[src/rtl/serial_sub_pkg.sv]
// Shared types and defaults for the bit-serial subtractor.
// Pure declarations: no logic, no latency.
package serial_sub_pkg;

    typedef enum logic [1:0] {
        IDLE  = 2'd0,
        SHIFT = 2'd1,
        DONE  = 2'd2
    } sub_state_t;

    localparam int DEFAULT_WIDTH = 8;

endpackage

[src/rtl/serial_subtractor_if.sv]
// Operand-in / result-out valid-ready bundle for serial_subtractor.
// slave = the subtractor, master = the producer/consumer driving it.
interface serial_subtractor_if
    import serial_sub_pkg::*;
#(
    parameter int WIDTH = DEFAULT_WIDTH
);
    logic             in_valid;
    logic             in_ready;
    logic [WIDTH-1:0] a;
    logic [WIDTH-1:0] b;
    logic             out_valid;
    logic             out_ready;
    logic [WIDTH-1:0] diff;
    logic             borrow_out;
    logic             overflow;
    logic             zero;
    logic             negative;

    modport slave (
        input  in_valid, a, b, out_ready,
        output in_ready, out_valid, diff, borrow_out, overflow, zero, negative
    );

    modport master (
        output in_valid, a, b, out_ready,
        input  in_ready, out_valid, diff, borrow_out, overflow, zero, negative
    );
endinterface

[src/rtl/full_subtractor.sv]
// One-bit full subtractor cell: diff = a - b - borrowIn.
// Purely combinational, no handshake.
module full_subtractor (
    input  logic a,
    input  logic b,
    input  logic borrowIn,
    output logic diff,
    output logic borrowOut
);
    assign diff      = a ^ b ^ borrowIn;
    assign borrowOut = (~a & b) | (~(a ^ b) & borrowIn);
endmodule

[src/rtl/serial_subtractor.sv]
// Bit-serial a - b, LSB first; result valid WIDTH cycles after accept, II = WIDTH+2.
// Result and flags hold while out_ready is low; no new operands accepted until DONE drains.
module serial_subtractor
    import serial_sub_pkg::*;
#(
    parameter int WIDTH = DEFAULT_WIDTH
)(
    input  logic               clk,
    input  logic               rst_n,
    serial_subtractor_if.slave bus
);
    localparam int CW = (WIDTH > 1) ? $clog2(WIDTH) : 1;
    localparam logic [CW-1:0] LAST_BIT = CW'(WIDTH - 1);

    sub_state_t       state_q;
    logic [WIDTH-1:0] a_sh_q;
    logic [WIDTH-1:0] b_sh_q;
    logic [WIDTH-1:0] res_q;
    logic [WIDTH-1:0] res_d;
    logic [CW-1:0]    cnt_q;
    logic             borrow_q;
    logic             a_msb_q;
    logic             b_msb_q;
    logic             in_ready_q;
    logic             out_valid_q;
    logic             borrow_out_q;
    logic             overflow_q;
    logic             zero_q;
    logic             negative_q;
    logic             cell_diff;
    logic             cell_borrow;

    full_subtractor u_cell (
        .a         (a_sh_q[0]),
        .b         (b_sh_q[0]),
        .borrowIn  (borrow_q),
        .diff      (cell_diff),
        .borrowOut (cell_borrow)
    );

    // Result fills from the MSB side so that after WIDTH shifts bit 0 lands at bit 0.
    assign res_d = {cell_diff, res_q[WIDTH-1:1]};

    always_ff @(posedge clk or negedge rst_n) begin
        if (!rst_n) begin
            state_q      <= IDLE;
            a_sh_q       <= '0;
            b_sh_q       <= '0;
            res_q        <= '0;
            cnt_q        <= '0;
            borrow_q     <= 1'b0;
            a_msb_q      <= 1'b0;
            b_msb_q      <= 1'b0;
            in_ready_q   <= 1'b1;
            out_valid_q  <= 1'b0;
            borrow_out_q <= 1'b0;
            overflow_q   <= 1'b0;
            zero_q       <= 1'b0;
            negative_q   <= 1'b0;
        end else begin
            case (state_q)
                IDLE: begin
                    if (bus.in_valid) begin
                        a_sh_q     <= bus.a;
                        b_sh_q     <= bus.b;
                        a_msb_q    <= bus.a[WIDTH-1];
                        b_msb_q    <= bus.b[WIDTH-1];
                        borrow_q   <= 1'b0;
                        cnt_q      <= '0;
                        in_ready_q <= 1'b0;
                        state_q    <= SHIFT;
                    end
                end
                SHIFT: begin
                    res_q    <= res_d;
                    a_sh_q   <= {1'b0, a_sh_q[WIDTH-1:1]};
                    b_sh_q   <= {1'b0, b_sh_q[WIDTH-1:1]};
                    borrow_q <= cell_borrow;
                    if (cnt_q == LAST_BIT) begin
                        // Flags taken from the combinational final bit, not the stale res_q.
                        state_q      <= DONE;
                        out_valid_q  <= 1'b1;
                        borrow_out_q <= cell_borrow;
                        overflow_q   <= (a_msb_q != b_msb_q) && (cell_diff != a_msb_q);
                        zero_q       <= (res_d == '0);
                        negative_q   <= cell_diff;
                    end else begin
                        cnt_q <= cnt_q + 1'b1;
                    end
                end
                DONE: begin
                    if (bus.out_ready) begin
                        state_q     <= IDLE;
                        out_valid_q <= 1'b0;
                        in_ready_q  <= 1'b1;
                    end
                end
                default: begin
                    state_q     <= IDLE;
                    out_valid_q <= 1'b0;
                    in_ready_q  <= 1'b1;
                end
            endcase
        end
    end

    assign bus.in_ready   = in_ready_q;
    assign bus.out_valid  = out_valid_q;
    assign bus.diff       = res_q;
    assign bus.borrow_out = borrow_out_q;
    assign bus.overflow   = overflow_q;
    assign bus.zero       = zero_q;
    assign bus.negative   = negative_q;

endmodule

[src/flat_wrapper.sv]
// flat-port wrapper written by rule: the top's interface ports become plain ports
module serial_subtractor_flat import serial_sub_pkg::*;
#(
    parameter int WIDTH = DEFAULT_WIDTH
)
  (clk, rst_n, bus_in_valid, bus_a, bus_b, bus_out_ready, bus_in_ready, bus_out_valid, bus_diff, bus_borrow_out, bus_overflow, bus_zero, bus_negative);
  serial_subtractor_if #(.WIDTH(WIDTH)) bus_i ();
  input  logic clk;
  input  logic rst_n;
  input wire logic [$bits(bus_i.in_valid)-1:0] bus_in_valid;
  input wire logic [$bits(bus_i.a)-1:0] bus_a;
  input wire logic [$bits(bus_i.b)-1:0] bus_b;
  input wire logic [$bits(bus_i.out_ready)-1:0] bus_out_ready;
  output wire logic [$bits(bus_i.in_ready)-1:0] bus_in_ready;
  output wire logic [$bits(bus_i.out_valid)-1:0] bus_out_valid;
  output wire logic [$bits(bus_i.diff)-1:0] bus_diff;
  output wire logic [$bits(bus_i.borrow_out)-1:0] bus_borrow_out;
  output wire logic [$bits(bus_i.overflow)-1:0] bus_overflow;
  output wire logic [$bits(bus_i.zero)-1:0] bus_zero;
  output wire logic [$bits(bus_i.negative)-1:0] bus_negative;
  assign bus_i.in_valid = bus_in_valid;
  assign bus_i.a = bus_a;
  assign bus_i.b = bus_b;
  assign bus_i.out_ready = bus_out_ready;
  assign bus_in_ready = bus_i.in_ready;
  assign bus_out_valid = bus_i.out_valid;
  assign bus_diff = bus_i.diff;
  assign bus_borrow_out = bus_i.borrow_out;
  assign bus_overflow = bus_i.overflow;
  assign bus_zero = bus_i.zero;
  assign bus_negative = bus_i.negative;
  serial_subtractor #(.WIDTH(WIDTH)) u_core (.clk(clk), .rst_n(rst_n), .bus(bus_i));
endmodule
[config.mk]
export PLATFORM = sky130hd
export DESIGN_NAME = serial_subtractor_flat
export DESIGN_NICKNAME = d
export VERILOG_FILES = /design/src/rtl/serial_sub_pkg.sv /design/src/rtl/serial_subtractor_if.sv /design/src/rtl/full_subtractor.sv /design/src/rtl/serial_subtractor.sv /design/src/flat_wrapper.sv
export SDC_FILE = /design/constraint.sdc
export NUM_CORES = 1
export LEC_CHECK = 0
export ABC_AREA = 1
export ABC_CLOCK_PERIOD_IN_PS = 2980
export CAP_MARGIN = 30
export CORE_MARGIN = 2
export CORE_UTILIZATION = 54
export DETAILED_ROUTE_END_ITERATION = 6
export GPL_TIMING_DRIVEN = 0
export PLACE_DENSITY = 0.83
export SYNTH_ARGS = -nofsm -noshare
export SYNTH_HDL_FRONTEND = slang
export SYNTH_SLANG_ARGS = --single-unit
export TNS_END_PERCENT = 50
[constraint.sdc]
create_clock -name clk -period 2.98 [get_ports clk]
set_clock_uncertainty 0.2 [all_clocks]
set_input_delay 0.447 -clock clk [delete_from_list [all_inputs] [get_ports clk]]
set_output_delay 0.447 -clock clk [all_outputs]
set_load 0.01 [all_outputs]
==> out/qor.csv <==
stage,metric,value,unit
status,status,"finished, violations left",
status,violations,hold timing,
synthesis,synth_nets,242,
power_and_ir_drop,power_switching,0.871,mW
synthesis,yosysTopAreaCellShare,0.538,
place,placedInstanceArea,2100,µm²
routing,wl_per_cell,10.8,µm
floorplan,rows,20,
synthesis,synth_area,1720,µm²
timing,setup_viol,0,
setup_path,cp_slowest_cell,dfstp_2,
synthesis,synth_sequential_area_ratio,0.553,
place,place_congestion,0.785,
synthesis,avgSynthCellArea,7.86,µm²
power_and_ir_drop,p_total,2.21,mW
place,dp_hpwl,2310,µm
power_and_ir_drop,sw_frac_of_total,0.395,
clock_network,postCtsSetupBuffers,0,
clock_network,ctsHoldBuffers,0,
synthesis,synth_edf_count,0,
global_routing,antenna_found_initial,0,
timing,tns,0,ps
worst_hold_path,min_path_type,in2async,
layout,fin_nets,282,
place,port_buffers,33,
setup_path,cpPeakStageDelay,550,ps
clock_network,clk_latency,340,ps
job,drv_cap,0,
synthesis,ys_top_cells_by_area,"dfrtp_1 (54%), nand2_1 (27%), o21ai_0 (4.1%), inv_1 (3.1%), dfstp_2 (1.5%)",
floorplan,die_area,3650,µm²
clock_network,clockBufferDepth,2,
global_routing,grt_pass1_vias,1302,
layout,post-route-util,0.714,
clock_network,ctsResizeCount,0,
power_and_ir_drop,worst_ir_drop_vdd,0.000474,V
timing,hold_ws,-28.0,ps
floorplan,io_pins,34,
clock_network,root_buffer,clkbuf_4,
synthesis,synthAdderAreaFrac,0.0262,
timing,tightest_slew,811,ps
layout,layout_commonest_cell,nand2_1,
global_routing,grt_pass1_wl,5560,µm
synthesis,ys_seq_elements,38,
routing,drcViolationCount,0,
layout,syn_to_final_growth,26.6,%
clock_network,clk_pin_slew_worst_paths,120,ps
timing,slew_headroom,0.459,
synthesis,ys_types,17,
synthesis,muxShareOfSynthArea,0,
clock_network,clock-sinks,38,
routing,drt_first_pass_iters,4,
routing,postRouteAntennaNets,0,
synthesis,yosys.area_share.simple,0.310,
power_and_ir_drop,p_int,1.34,mW
setup_path,critPathCaptureType,output port,
power_and_ir_drop,power_density,1010,nW/µm²
setup_path,path_class,reg2out,
synthesis,synthFlopType,dfrtp_1,
setup_path,worstPathCellList,clkdlybuf4s50_1,
synthesis,synth_compound_gate_area_share,0.0516,
clock_network,cts_buffers,5,
timing,fmax,0.485,GHz
routing,num_vias,1454,
layout,diodes,0,
synthesis,synthArstFlopShare,1.00,
clock_network,cts_max_level,2,
synthesis,synth_top_family_by_area,simple AND/OR/NAND/NOR gates,
synthesis,yosys_warnings,0,
global_routing,overflow,0,
routing,dr.first_iter.drc_count,55,
setup_path,cp.arrival,1410,ps
setup_path,crit_buf_inv,1,
power_and_ir_drop,clockPowerShare,0.157,
setup_path,worstSetupStartpointType,register,
floorplan,die_h,60.4,µm
synthesis,synth_xor_area_frac,0,
global_routing,grt_max_degree,39,
power_and_ir_drop,p_comb_frac,0.446,
layout,instances_no_fill,304,
timing,grt_setup_unrepaired,no,
timing,period_needed,2060,ps
setup_path,crit_fanout,2,
routing,wl,3270,µm
floorplan,die_width,60.4,µm
floorplan,core_area,3050,µm²
clock_network,tritoncts,built,
timing,report.final.hold_viol_count,32,
power_and_ir_drop,p_leak,1.17,nW
global_routing,grtUsageTotal,0.207,
floorplan,start_util,0.564,
routing,via_per_inst,4.78,
place,dpl.cell_count,296,
setup_path,cp_top_family,flip-flops,
synthesis,syn_inst,219,
layout,design_area,2180,µm²
layout,drive_gt1_frac,0.0846,
timing,finalCritPeriodShare,0.692,
setup_path,critPathRequiredTime,2330,ps
timing,maxSlewViolCount,0,
layout,final_cell_mix,"nand2_1 (124), dfrtp_1 (37), clkdlybuf4s50_1 (32)",
power_and_ir_drop,seq_power_share,0.398,
synthesis,synth_top_cell_by_area,dfrtp_1,
registers in the layout, indices dropped and copies added, names as in the netlist:
| name | cells |
|---|---|
| u_core.b_msb_q | 1 |
| u_core.bus.diff | 8 |
| u_core.borrow_q | 1 |
| u_core.bus.out_valid | 1 |
| u_core.bus.borrow_out | 1 |
| u_core.bus.in_ready | 1 |
| u_core.bus.zero | 1 |
| u_core.a_sh_q | 8 |
| u_core.bus.negative | 1 |
| u_core.bus.overflow | 1 |
| u_core.cnt_q | 3 |
| u_core.state_q | 2 |
| u_core.a_msb_q | 1 |
| u_core.b_sh_q | 8 |
through the flow:
stage | hold WS, ps | setup slack (ps)
floorplan | -48.6 | 1470
global placement | 247 | 371
detailed placement | 259 | 975
CTS | 3.67 | 908
global route | 45.0 | 859
finish | -28.0 | 918
Yosys cell counts, types with 2 or more instances:
library cell,n
nand2_1,124
dfrtp_1,37
inv_1,14
o21ai_0,14
nor2_1,6
nand3_1,5
buf_2,3
buf_4,3
inv_2,3
ha_1,2
o21ai_1,2
logic make-up (layout without fill, tap and decap cells):
logic type      count (synthesis)  in the layout
compound gates                 17             17
fa+ha+maj                       3              3
buf+inv                        23             64
flops                          38             38
simple gates                  138            138
routing by layer:
| metal | up-vias | part of all wire | GRT usage | wire length [µm] |
|---|---|---|---|---|
| met5 | - | 0 | 0 | 0 |
| met4 | 0 | 0.019 | 0.0932 | 61 |
| met3 | 8 | 0.038 | 0.0384 | 123 |
| met2 | 39 | 0.48 | 0.342 | 1550 |
| met1 | 659 | 0.47 | 0.266 | 1530 |
| li1 | 748 | - | - | - |
worst paths after layout:
| kind | start | endpoint | slack, ps | cells past startpoint |
|---|---|---|---|---|
| worst min register to register | u_core.bus.in_ready$_DFFE_PN1P_ | u_core.bus.in_ready$_DFFE_PN1P_ | 270 | 2 |
| worst max register to register | u_core.a_sh_q[0]$_DFFE_PN0P_ | u_core.bus.overflow$_DFFE_PN0P_ | 1350 | 5 |
| worst min-delay path | rst_n | u_core.bus.diff[3]$_DFFE_PN0P_ | -30 | 1 |
| worst max-delay path | u_core.bus.in_ready$_DFFE_PN1P_ | bus_in_ready | 920 | 1 |
| min in group clk | u_core.bus.in_ready$_DFFE_PN1P_ | u_core.bus.in_ready$_DFFE_PN1P_ | 270 | 2 |
| max in group asynchronous | rst_n | u_core.cnt_q[0]$_DFFE_PN0P_ | 2080 | 1 |
final cells by class:
| class | count | area [µm²] |
|---|---|---|
| Sequential cell | 38 | 952 |
| Fill cell | 251 | 875 |
| Multi-Input combinational cell | 158 | 667 |
| Timing Repair Buffer | 33 | 325 |
| Inverter | 17 | 63.8 |
| Tap cell | 44 | 55.1 |
| Clock inverter | 3 | 40.0 |
| Clock buffer | 5 | 37.5 |
| Buffer | 6 | 37.5 |
power groups by stage:
stage | clock [mW] | sequential, mW | combinational [mW]
floorplan | 0 | 0.899 | 0.620
global placement | 0 | 0.880 | 0.960
detailed placement | 0 | 0.886 | 0.992
CTS | 0.351 | 0.878 | 0.996
global route | 0.365 | 0.904 | 1.15
finish | 0.346 | 0.877 | 0.983
No activity file was read; power rests on OpenSTA's default activity.
